### config.mk
export PLATFORM = sky130hd
export DESIGN_NAME = fetch
export DESIGN_NICKNAME = d
export VERILOG_FILES = /design/src/rtl/fetch.sv
export SDC_FILE = /design/constraint.sdc
export NUM_CORES = 1
export LEC_CHECK = 0
export CAP_MARGIN = 25
export CORE_MARGIN = 5
export CORE_UTILIZATION = 48
export DETAILED_ROUTE_END_ITERATION = 7
export PLACE_DENSITY = 0.83
export SYNTH_ARGS = -nofsm -noshare
export SYNTH_HDL_FRONTEND = slang
export SYNTH_SLANG_ARGS = --single-unit
### constraint.sdc
create_clock -name clk -period 4.1 [get_ports clk]
set_input_delay 0.41 -clock clk [delete_from_list [all_inputs] [get_ports clk]]
set_output_delay 0.41 -clock clk [all_outputs]
set_load 0.01 [all_outputs]
### src/rtl/fetch.sv
// Instruction fetch stage: owns the PC, fetches words over a req/ack handshake and
// hands them to decode. Optional macro FETCH_MISALIGN_TRAP_EN traps misaligned redirects.
module fetch #(
  parameter logic [31:0] RESET_PC = 32'h0000_0000,
  parameter logic [31:0] NOP_INSN = 32'h0000_0013
) (
  input  logic        clk,
  input  logic        reset,
  output logic [31:0] mem_addr_o,
  output logic        mem_req_o,
  input  logic        mem_ack_i,
  input  logic [31:0] mem_rdata_i,
  output logic [31:0] ir_o,
  output logic [31:0] pc_o,
  output logic        ir_valid_o,
  output logic [2:0]  stage_o,
  input  logic        advance_i,
  input  logic        redirect_i,
  input  logic [31:0] redirect_pc_i,
  output logic        fault_o
);

`ifdef FETCH_MISALIGN_TRAP_EN
  typedef enum logic [2:0] {S_IDLE, S_REQ, S_KILL, S_HOLD, S_FAULT} state_t;
`else
  typedef enum logic [2:0] {S_IDLE, S_REQ, S_KILL, S_HOLD} state_t;
`endif

  state_t      state_r, state_s;
  logic [31:0] pc_r, pc_s;
  logic [31:0] addr_r, addr_s;
  logic        req_r, req_s;
  logic [31:0] ir_r, ir_s;
  logic        valid_r, valid_s;
  logic [2:0]  stage_r, stage_s;
  logic [31:0] target_s;

`ifdef FETCH_MISALIGN_TRAP_EN
  logic        fault_r, fault_s;
  logic        pend_r, pend_s;
  logic        bad_s;
  assign target_s = redirect_pc_i;
  assign bad_s    = |redirect_pc_i[1:0];
  assign fault_o  = fault_r;
`else
  assign target_s = redirect_pc_i & ~32'd3;
  assign fault_o  = 1'b0;
`endif

  assign mem_addr_o = addr_r;
  assign mem_req_o  = req_r;
  assign ir_o       = ir_r;
  assign pc_o       = pc_r;
  assign ir_valid_o = valid_r;
  assign stage_o    = stage_r;

  // Next-state and next-output logic; redirect outranks ack and advance everywhere.
  always_comb begin
    state_s = state_r;
    pc_s    = pc_r;
    addr_s  = addr_r;
    req_s   = req_r;
    ir_s    = ir_r;
    valid_s = valid_r;
    stage_s = stage_r;
`ifdef FETCH_MISALIGN_TRAP_EN
    fault_s = fault_r;
    pend_s  = pend_r;
`endif
    case (state_r)
      S_IDLE, S_HOLD: begin
        if (redirect_i) begin
          pc_s    = target_s;
          ir_s    = NOP_INSN;
          valid_s = 1'b0;
          stage_s = 3'd0;
`ifdef FETCH_MISALIGN_TRAP_EN
          if (bad_s) begin
            state_s = S_FAULT;
            fault_s = 1'b1;
          end else begin
`endif
            state_s = S_REQ;
            addr_s  = target_s;
            req_s   = 1'b1;
`ifdef FETCH_MISALIGN_TRAP_EN
          end
`endif
        end else if (state_r == S_IDLE) begin
          state_s = S_REQ;
          addr_s  = pc_r;
          req_s   = 1'b1;
        end else if (advance_i) begin
          state_s = S_REQ;
          pc_s    = pc_r + 32'd4;
          addr_s  = pc_r + 32'd4;
          req_s   = 1'b1;
          ir_s    = NOP_INSN;
          valid_s = 1'b0;
          stage_s = 3'd0;
        end else begin
          state_s = state_r;
        end
      end
      S_REQ: begin
        if (redirect_i) begin
          pc_s = target_s;
          if (mem_ack_i) begin
            req_s   = 1'b0;
            state_s = S_IDLE;
`ifdef FETCH_MISALIGN_TRAP_EN
            if (bad_s) begin
              state_s = S_FAULT;
              fault_s = 1'b1;
            end else begin
              state_s = S_IDLE;
            end
`endif
          end else begin
            // The bus request cannot be withdrawn, so wait it out in KILL.
            state_s = S_KILL;
`ifdef FETCH_MISALIGN_TRAP_EN
            pend_s  = bad_s;
`endif
          end
        end else if (mem_ack_i) begin
          state_s = S_HOLD;
          ir_s    = mem_rdata_i;
          valid_s = 1'b1;
          stage_s = 3'd1;
          req_s   = 1'b0;
        end else begin
          state_s = S_REQ;
        end
      end
      S_KILL: begin
        if (redirect_i) begin
          pc_s = target_s;
`ifdef FETCH_MISALIGN_TRAP_EN
          pend_s = bad_s;
`endif
        end else begin
          pc_s = pc_r;
        end
        if (mem_ack_i) begin
          req_s   = 1'b0;
          state_s = S_IDLE;
`ifdef FETCH_MISALIGN_TRAP_EN
          if (pend_s) begin
            state_s = S_FAULT;
            fault_s = 1'b1;
          end else begin
            state_s = S_IDLE;
          end
`endif
        end else begin
          state_s = S_KILL;
        end
      end
`ifdef FETCH_MISALIGN_TRAP_EN
      S_FAULT: begin
        state_s = S_FAULT;
        req_s   = 1'b0;
      end
`endif
      default: begin
        state_s = S_IDLE;
        req_s   = 1'b0;
      end
    endcase
  end

  // State and output registers; reset drops any outstanding request at once.
  always_ff @(posedge clk or posedge reset) begin
    if (reset) begin
      state_r <= S_IDLE;
      pc_r    <= RESET_PC;
      addr_r  <= RESET_PC;
      req_r   <= 1'b0;
      ir_r    <= NOP_INSN;
      valid_r <= 1'b0;
      stage_r <= 3'd0;
`ifdef FETCH_MISALIGN_TRAP_EN
      fault_r <= 1'b0;
      pend_r  <= 1'b0;
`endif
    end else begin
      state_r <= state_s;
      pc_r    <= pc_s;
      addr_r  <= addr_s;
      req_r   <= req_s;
      ir_r    <= ir_s;
      valid_r <= valid_s;
      stage_r <= stage_s;
`ifdef FETCH_MISALIGN_TRAP_EN
      fault_r <= fault_s;
      pend_r  <= pend_s;
`endif
    end
  end

endmodule

### Word-level counts from Yosys, hierarchy flattened

Cells that the tools add are included.

* add/subtract/negate cells: 1
* mux-type cells: 37
* equal/unequal tests: 10
* reductions and logical operators: 10

Operators by type and width (count)
* 32-bit two-way mux: 11
* 32-bit case mux with 2 select lines: 2
* 32-bit by 3-bit adder with 32-bit output (second input constant): 1
* 3-bit two-way mux: 9
* 1-bit two-way mux: 9
* 3-bit case mux with 3 select lines: 1
* 3-bit by 2-bit == test with 1-bit output (second input constant): 2
* 3-bit inequality test (second input constant): 2
* 3-bit case mux with 2 select lines: 1
* 5-bit AND reduction: 1
* 2-bit two-way mux: 2
* 2-bit by 1-bit inequality test with 1-bit output (second input constant): 2
* 2-bit inequality test (second input constant): 2
* 4-bit inequality test (second input constant): 1
* 1-bit case mux with 2 select lines: 2
* 2-bit AND reduction: 2
* 4-bit AND reduction: 1
* 2-bit nonzero test: 2
* 2-bit OR reduction: 2
* 3-bit by 1-bit == test with 1-bit output (second input constant): 1
* 3-bit logical NOT: 1
* 3-bit nonzero test: 1

* bits in registers: 104
* word-level logic and storage cells: 65

### Longest topological paths before layout

Gate-level depths: netlist (run 1).

* depth in word-level cells: 5
* gate-level depth with buffers: 9
* gate-level depth less buffers: 7

### Worst setup path after synthesis (run 1)

OpenSTA, ideal clock, no wires.

* path type: register to register
* from: register pc_r[10], in the netlist pc_o[10]
* to: register pc_r[25], in the netlist pc_o[25]
* data arrival time: 2.378 ns
* clock period less this slack: 2.502 ns
* path buffers: 3
* slack: 1.598 ns
* stages on the path, launching flop included: 9
* cell sequence: dfrtp_1 > buf_2 > nand4_4 > or4_1 > buf_2 > or4_1 > clkbuf_2 > o21a_1 > o31a_1

* word-level cells in the longest chain between the ends: 5

Ends and longest elaborated chain
* from (decl): RTL line 30 `logic [31:0] pc_r, pc_s;`
* from (signal assigned): RTL line 189 `pc_r <= pc_s;`
* 32-bit by 3-bit adder with 32-bit output: RTL line 95 `pc_s = pc_r + 32'd4;`
* 32-bit two-way mux: RTL line 93 `end else if (advance_i) begin`
* 32-bit two-way mux: RTL line 89 `end else if (state_r == S_IDLE) begin`
* 32-bit two-way mux: RTL line 72 `if (redirect_i) begin`
* 32-bit case mux with 2 select lines: RTL line 70 `case (state_r)`

Every way passes these cells. The select of a mux whose other input is x is not followed.
A chain may end at the register's enable or synchronous reset.

### Worst setup path in the final report (run 1)

* from: register state_r[0]
* to: register pc_r[25], in the netlist pc_o[25]

* word-level cells in the longest chain between the ends: 4

Ends and longest elaborated chain
* from (decl): RTL line 29 `state_t state_r, state_s;`
* from (signal assigned): RTL line 188 `state_r <= state_s;`
* 3-bit by 2-bit == test with 1-bit output (tied with other cells): RTL line 70
* 2-bit OR reduction, on equally long branches
* 3-bit inequality test (no source line) (tied with other cells)
* 4-bit AND reduction (no source line)

Parallel ways exist; a longest one is shown, timed or not.

==> results of run 1 <==
-- power by group --
part | internal, mW | total [mW] | switching, mW
clock | 0.379 | 0.716 | 0.338
sequential | 1.29 | 1.56 | 0.270
combinational | 1.06 | 2.36 | 1.30
total | 2.73 | 4.64 | 1.91
-- placed cells by master (no fill, tap or decap), drive strengths merged, types with 2 or more instances in the layout --
| cell | netlist | layout |
|---|---|---|
| a211oi | 3 | 3 |
| a21boi | 4 | 4 |
| a21oi | 21 | 21 |
| a221oi | 6 | 6 |
| a41oi | 2 | 2 |
| and2 | 3 | 3 |
| and3 | 3 | 3 |
| and4 | 4 | 4 |
| buf | 19 | 12 |
| bufinv | 0 | 2 |
| clkbuf | 35 | 14 |
| clkdlybuf4s50 | 0 | 163 |
| conb | 1 | 5 |
| dfrtp | 94 | 94 |
| dfstp | 3 | 3 |
| ha | 5 | 5 |
| inv | 12 | 12 |
| mux2 | 12 | 12 |
| mux2i | 9 | 9 |
| nand2 | 96 | 96 |
| nand2b | 9 | 9 |
| nand3 | 41 | 41 |
| nand4 | 7 | 7 |
| nor2 | 48 | 48 |
| nor3 | 24 | 24 |
| nor4 | 17 | 17 |
| o21a | 4 | 4 |
| o21ai | 35 | 35 |
| o22ai | 6 | 6 |
| o31a | 8 | 8 |
| o31ai | 7 | 7 |
| or2 | 2 | 2 |
| or3 | 10 | 10 |
| or4 | 6 | 6 |
| xnor2 | 26 | 26 |
| xor2 | 11 | 11 |
-- synth_stat cells (5+ instances only) --
master | number | share of area [%]
nand2_1 | 96 | 6.8
dfrtp_1 | 94 | 44
nor2_1 | 48 | 3.4
nand3_1 | 41 | 3.8
o21ai_0 | 35 | 3.3
clkbuf_1 | 32 | 2.3
xnor2_1 | 26 | 4.3
nor3_1 | 24 | 2.3
a21oi_1 | 21 | 2.0
nor4_1 | 17 | 2.0
inv_1 | 12 | 0.84
mux2_2 | 12 | 2.5
xor2_1 | 11 | 1.8
mux2i_1 | 9 | 1.7
nand2b_1 | 9 | 1.1
or3_1 | 9 | 1.1
buf_4 | 7 | 0.99
o31a_1 | 7 | 1.1
o31ai_1 | 7 | 0.99
a221oi_1 | 6 | 0.99
buf_1 | 6 | 0.42
buf_2 | 6 | 0.56
nand4_1 | 6 | 0.70
o22ai_1 | 6 | 0.70
ha_1 | 5 | 1.2
-- sequential cells by signal (all words and copies together) (netlist names) --
signal      count
ir_o           32
ir_valid_o      1
mem_addr_o     31
mem_req_o       1
pc_o           30
state_r         2
-- routing by layer --
layer  GRT usage, %  part of all wire [%]
met3           3.63                   6.8
met4           11.7                   3.0
met2           41.6                    50
met5              0                     0
met1           32.9                    40
-- how the worst max path moves through the flow --
stage,from,endpoint,slack (ns)
floorplan,reset,ir_o[10]$_DFFE_PP0P_,1.16
global route,state_r[0]$_DFFE_PP0P_,pc_o[25]$_DFFE_PP0P_,1.09
detailed placement,state_r[0]$_DFFE_PP0P_,ir_valid_o$_DFFE_PP0P_,1.02
CTS,state_r[0]$_DFFE_PP0P_,ir_o[7]$_DFFE_PP0P_,1.02
finish,state_r[0]$_DFFE_PP0P_,pc_o[25]$_DFFE_PP0P_,1.26
global placement,state_r[0]$_DFFE_PP0P_,ir_valid_o$_DFFE_PP0P_,1.17
-- cells by family (layout without fill, tap and decap cells) --
group | after synthesis | count (layout) | share of synthesized area [%]
compound gates | 107 | 107 | 12.8
xor+xnor | 37 | 37 | 6.08
buf+inv | 67 | 204 | 5.42
mux | 21 | 21 | 4.22
flops | 97 | 97 | 45.6
other cells | 1 | 5 | 0.0703
simple gates | 273 | 273 | 24.6
fa+ha+maj | 5 | 5 | 1.17
-- worst max-delay path, delay by kind of cell, from the launching register on --
kind                       cells  cell delay [ns]
DFF                            1             0.39
and+or+nand+nor                2             0.78
AOI/OAI and AO/OA              2             0.47
buffers and inverters          3             0.56
adders and majority gates      1             0.52
-- cell type report --
| class | count | area (µm²) |
|---|---|---|
| sequential | 97 | 2430 |
| tap | 140 | 175 |
| clock buffer | 14 | 163 |
| multi-input combinational | 448 | 2640 |
| inverter | 13 | 51.3 |
| timing repair buffer | 175 | 1740 |
| fill | 909 | 3630 |
| clock inverter | 2 | 60.1 |
==> metrics.txt, run 1 <==
initial core utilization 49.0%; Worst-Margin Slew 0.743 ns; Core ar. 10900 µm²; clock-pin slew on the worst setup and hold paths 0.09 ns; Mean Syn Cell Area 8.77 µm²; clock sinks 97; MaxCap Viol Count 0; worst flop-to-flop path startpoint state_r[0]$_DFFE_PP0P_; die width approximately 120 µm; DRC 0; fin util 66.7%; endpoints failing setup 0; 1st-iter DRT viols 551; crit-path max cell delay 0.69 ns; full die area 13300 µm²; Mapped Cells 608; Critical Path RT roughly 4.4 ns; f_max 352 MHz; R2R cell count 8; global-route usage over all layers 25.2%; Startpoint Class flip-flop; fin area between 7000 and 8000 µm²; Die Span Y about 120 µm; total CTS buffers 9; # Post-CTS Setup Buffers 0; Worst Hold Depth 2; hold slack 0.473 ns; setup TNS 0 ns; Synth cell types 56; ys async rst share 100%; pwr dens 640 nW/µm²; area growth from synthesis to layout 36.1%; crit path max fanout 20; initial antenna violation count 0; vias in the first global route 5146; register area share after synthesis between 40 and 50%; worst-skew pair later-pin latency 0.38 ns; Final Net Count roughly 820; reg2reg end pc_o[25]$_DFFE_PP0P_; Post-synth top flop dfrtp_1; Leakage 2.97 nW; hold buffer count at CTS 0; wire length per cell approximately 19 µm; share of cells above drive strength 1 under 10%; placed inst area 7020 µm²; Hold Path Class reg2reg; Routed WL ~17000 µm; RePlAce Congestion ~0.92; minimum clock period 2.84 ns; vias per cell between 5 and 6; most frequent CP cell inv_1; Pwr Total 4.64 mW; DR vias 5182; peak supply drop 0.000346 V; worst setup margin roughly 1.3 ns; residual overflow from global routing 0; Post-CTS Resized 0; Hold Violations, Final 0; final std cells w/o fill ~900; Slew headroom 50.5%; PortBufs around 160; HP Start ir_o[31]$_DFFE_PP0P_; Synth Register Bits 97; drt pass-1 iters 5; Worst EP arrival 3.10 ns; Synth Cell Area 5330 µm²; Crit. End Element flip-flop; RSZ-0062 raised after global routing false; Syn. warnings 0; first-pass GRT wire length 26400 µm; R2R setup slack 1.26 ns; period utilization approximately 69%; clock root buffer clkbuf_8; # IOs 171; worst-case clock buffer depth 2; Max Transition Viols Final 0; crit-path cells inv_1 > ha_1 > inv_1 > nand3_1 > buf_4 > or4_1 > o21a_1 > o31a_1; diodes inserted 0; Worst Path Class, Setup reg2reg; Worst Skew 0.00796 ns; placed cell count between 800 and 900; Hold Path Sink ir_o[31]$_DFFE_PP0P_; outcome finished clean; DP Wirelength 11800 µm; Post-synth EDFFs 0; H-tree levels 3; largest net degree at the start of global routing 61; antenna viol nets, final 0; TritonCTS clock tree done; Site Rows 38; pre-CTS WS 1.02 ns; CP max-delay cell or4_1
Power figures use the tool's default switching activity.
==> run 2: changes to the inputs <==
CORE_UTILIZATION = 42   (was 48)
PLACE_DENSITY = 0.77   (was 0.83)
clock period = 2.3 ns   (was 4.1 ns; I/O delays follow)
==> run 2 against run 1 <==
  * Non-clock buffer count up 49
  * First-iteration DRC count down 33%
  * Combinational power up 100%
  * Hold slack worse by 0.16 ns
  * Total power up 93%
  * Sequential power up 71%
  * Worst setup slack worse by 1.2 ns
  * Count of clock-buffer cells in the layout down 3
  * Final cell count up 9.1%
  * Clock skew down 0.0020 ns
  * Wire length up 3.3%
  * Flip-flop and latch count unchanged
  * Critical path type unchanged
  * Largest power group unchanged
==> metrics.txt, run 2 (synthesis gave the netlist of run 1 again) <==
wire length per cell 18.0 µm (-5.4%); peak supply drop 0.000718 V (+110%); share of cells above drive strength 1 13.7% (+7.0 points); Hold Violations, Final 0 (unchanged); full die area 15100 µm² (+13%); fin area 7870 µm² (+8.4%); Core ar. 12500 µm² (+15%); period utilization 98.0% (+29 points); placed inst area 7480 µm² (+6.5%); CP max-delay cell or4_4; f_max 444 MHz (+26%); Slew headroom 60.8% (+10 points); hold buffer count at CTS 0 (unchanged); H-tree levels 3 (unchanged); Crit. End Element flip-flop; vias in the first global route 5237 (+1.8%); multi-input logic area 2690 µm² (+1.8%); largest net degree at the start of global routing 46 (-25%); crit path max fanout 4 (-80%); most frequent cells in the layout clkdlybuf4s50_1 (163), nand2_1 (96), dfrtp_1 (94), buf_4 (52), nor2_1 (47); Worst Skew 0.00596 ns (-0.00199 ns); 1st-iter DRT viols 371 (-33%); Worst EP arrival 2.48 ns (-0.62 ns); crit-path cells nand4_1 > or4_4 > buf_4 > or3_4 > o31a_2 > o31a_1; commonest non-fill, non-tap cell in the layout clkdlybuf4s50_1; RePlAce Congestion 0.896 (-2.5%); TritonCTS clock tree done; pwr dens 1140 nW/µm² (+78%); global-route usage over all layers 23.0% (-2.2 points); Top delay family on crit path simple AND/OR/NAND/NOR gates; outcome finished clean; Die Span Y 123 µm (+6.3%); max reg flops 32 (unchanged); area growth from synthesis to layout 47.5%; Site Rows 41 (+7.9%); DP Wirelength 12700 µm (+7.5%); worst-skew pair later-pin latency 0.34 ns (-0.04 ns); fin util 62.8% (-3.8 points); DRC 0 (unchanged); residual overflow from global routing 0 (unchanged); Pwr Total 8.94 mW (+93%); Final Net Count 867 (+6.0%); Leakage 3.26 nW (+9.9%); Startpoint Class flip-flop; initial antenna violation count 0 (unchanged); worst-case clock buffer depth 2 (unchanged); initial core utilization 42.6% (-6.4 points); diodes inserted 0 (unchanged); Worst-Margin Slew 0.587 ns (-0.156 ns); DR vias 5298 (+2.2%); Crit path buffers/inverters 1 (-2); total CTS buffers 9 (unchanged); Reg area 2430 µm² (unchanged); drt pass-1 iters 5 (unchanged); endpoints failing setup 0 (unchanged); clock root buffer clkbuf_16; MaxCap Viol Count 0 (unchanged); reg2reg end pc_o[29]$_DFFE_PP0P_; R2R setup slack 0.05 ns (-1.22 ns); worst flop-to-flop path startpoint pc_o[15]$_DFFE_PP0P_; Max Transition Viols Final 0 (unchanged); Fill cells 1070 (+18%); clock sinks 97 (unchanged); Worst Path Class, Setup reg2reg; # IOs 171 (unchanged); crit-path max cell delay 0.52 ns (-0.17 ns); setup TNS 0 ns (unchanged); Hold Path Class in2async; vias per cell 5.46 (-6.3%); clock-pin slew on the worst setup and hold paths 0.07 ns (-0.02 ns); R2R cell count 6 (-2); antenna viol nets, final 0 (unchanged); Routed WL 17400 µm (+3.3%); PortBufs 163 (unchanged); first-pass GRT wire length 27100 µm (+2.9%); die width 123 µm (+6.3%); Critical Path RT 2.53 ns (-1.83 ns); minimum clock period 2.25 ns (-0.585 ns)
## run 2: cell types whose count changed in the layout (fill, tap and decap cells not counted), sizes merged
cell | before | now
buf | 12 | 61
bufinv | 2 | 1
clkbuf | 14 | 11
clkinvlp | 0 | 3
clkinv | 1 | 3
inv | 12 | 11
## run 2: per-stage QoR
step	hold WS (ns)	instances	setup WS [ns]
5_1_grt	0.365	970	-0.0320
3_5_place_dp	0.456	948	-0.0579
3_3_place_gp	0.447	947	-0.0363
6_report	0.313	970	0.0458
4_1_cts	0.327	965	0.00617
2_1_floorplan	0.321	612	-0.128
## run 2: how the worst max path moves through the flow
stage	from	end	cells past startpoint	slack [ns]
2_1_floorplan	pc_o[17]$_DFFE_PP0P_	pc_o[25]$_DFFE_PP0P_	8	-0.13
3_3_place_gp	advance_i	ir_o[10]$_DFFE_PP0P_	6	-0.04
3_5_place_dp	pc_o[14]$_DFFE_PP0P_	pc_o[23]$_DFFE_PP0P_	5	-0.06
4_1_cts	pc_o[14]$_DFFE_PP0P_	pc_o[29]$_DFFE_PP0P_	6	0.006
5_1_grt	pc_o[3]$_DFFE_PP0P_	pc_o[26]$_DFFE_PP0P_	7	-0.03
6_report	pc_o[15]$_DFFE_PP0P_	pc_o[29]$_DFFE_PP0P_	6	0.05
## run 2: layout make-up
cell class / instances / area share (%)
clock buffer: 11 / 3.09
multi-input combinational: 448 / 34.2
inverter: 13 / 0.668
sequential: 97 / 30.9
timing repair buffer: 224 / 27.7
tap: 172 / 2.74
clock inverter: 5 / 0.700
## run 2: metal layers
metal  GRT usage [%]  share of wire (%)
met5               0                  0
met4            10.8                2.8
met3            3.32                5.8
met2            36.4                 49
met1            31.0                 43
## run 2: power breakdown
part / internal [mW] / switching (mW) / total [mW]
Clock: 0.870 / 0.654 / 1.52
Sequential: 2.31 / 0.369 / 2.67
Combinational: 2.21 / 2.53 / 4.74
## run 2: timing repair
action | in CTS | in global routing
gates resized for setup | 1 | 10
gates cloned | 0 | 0
pin swaps | 0 | 0
setup buffers | 1 | 5
endpoints found under the setup margin | 5 | 34
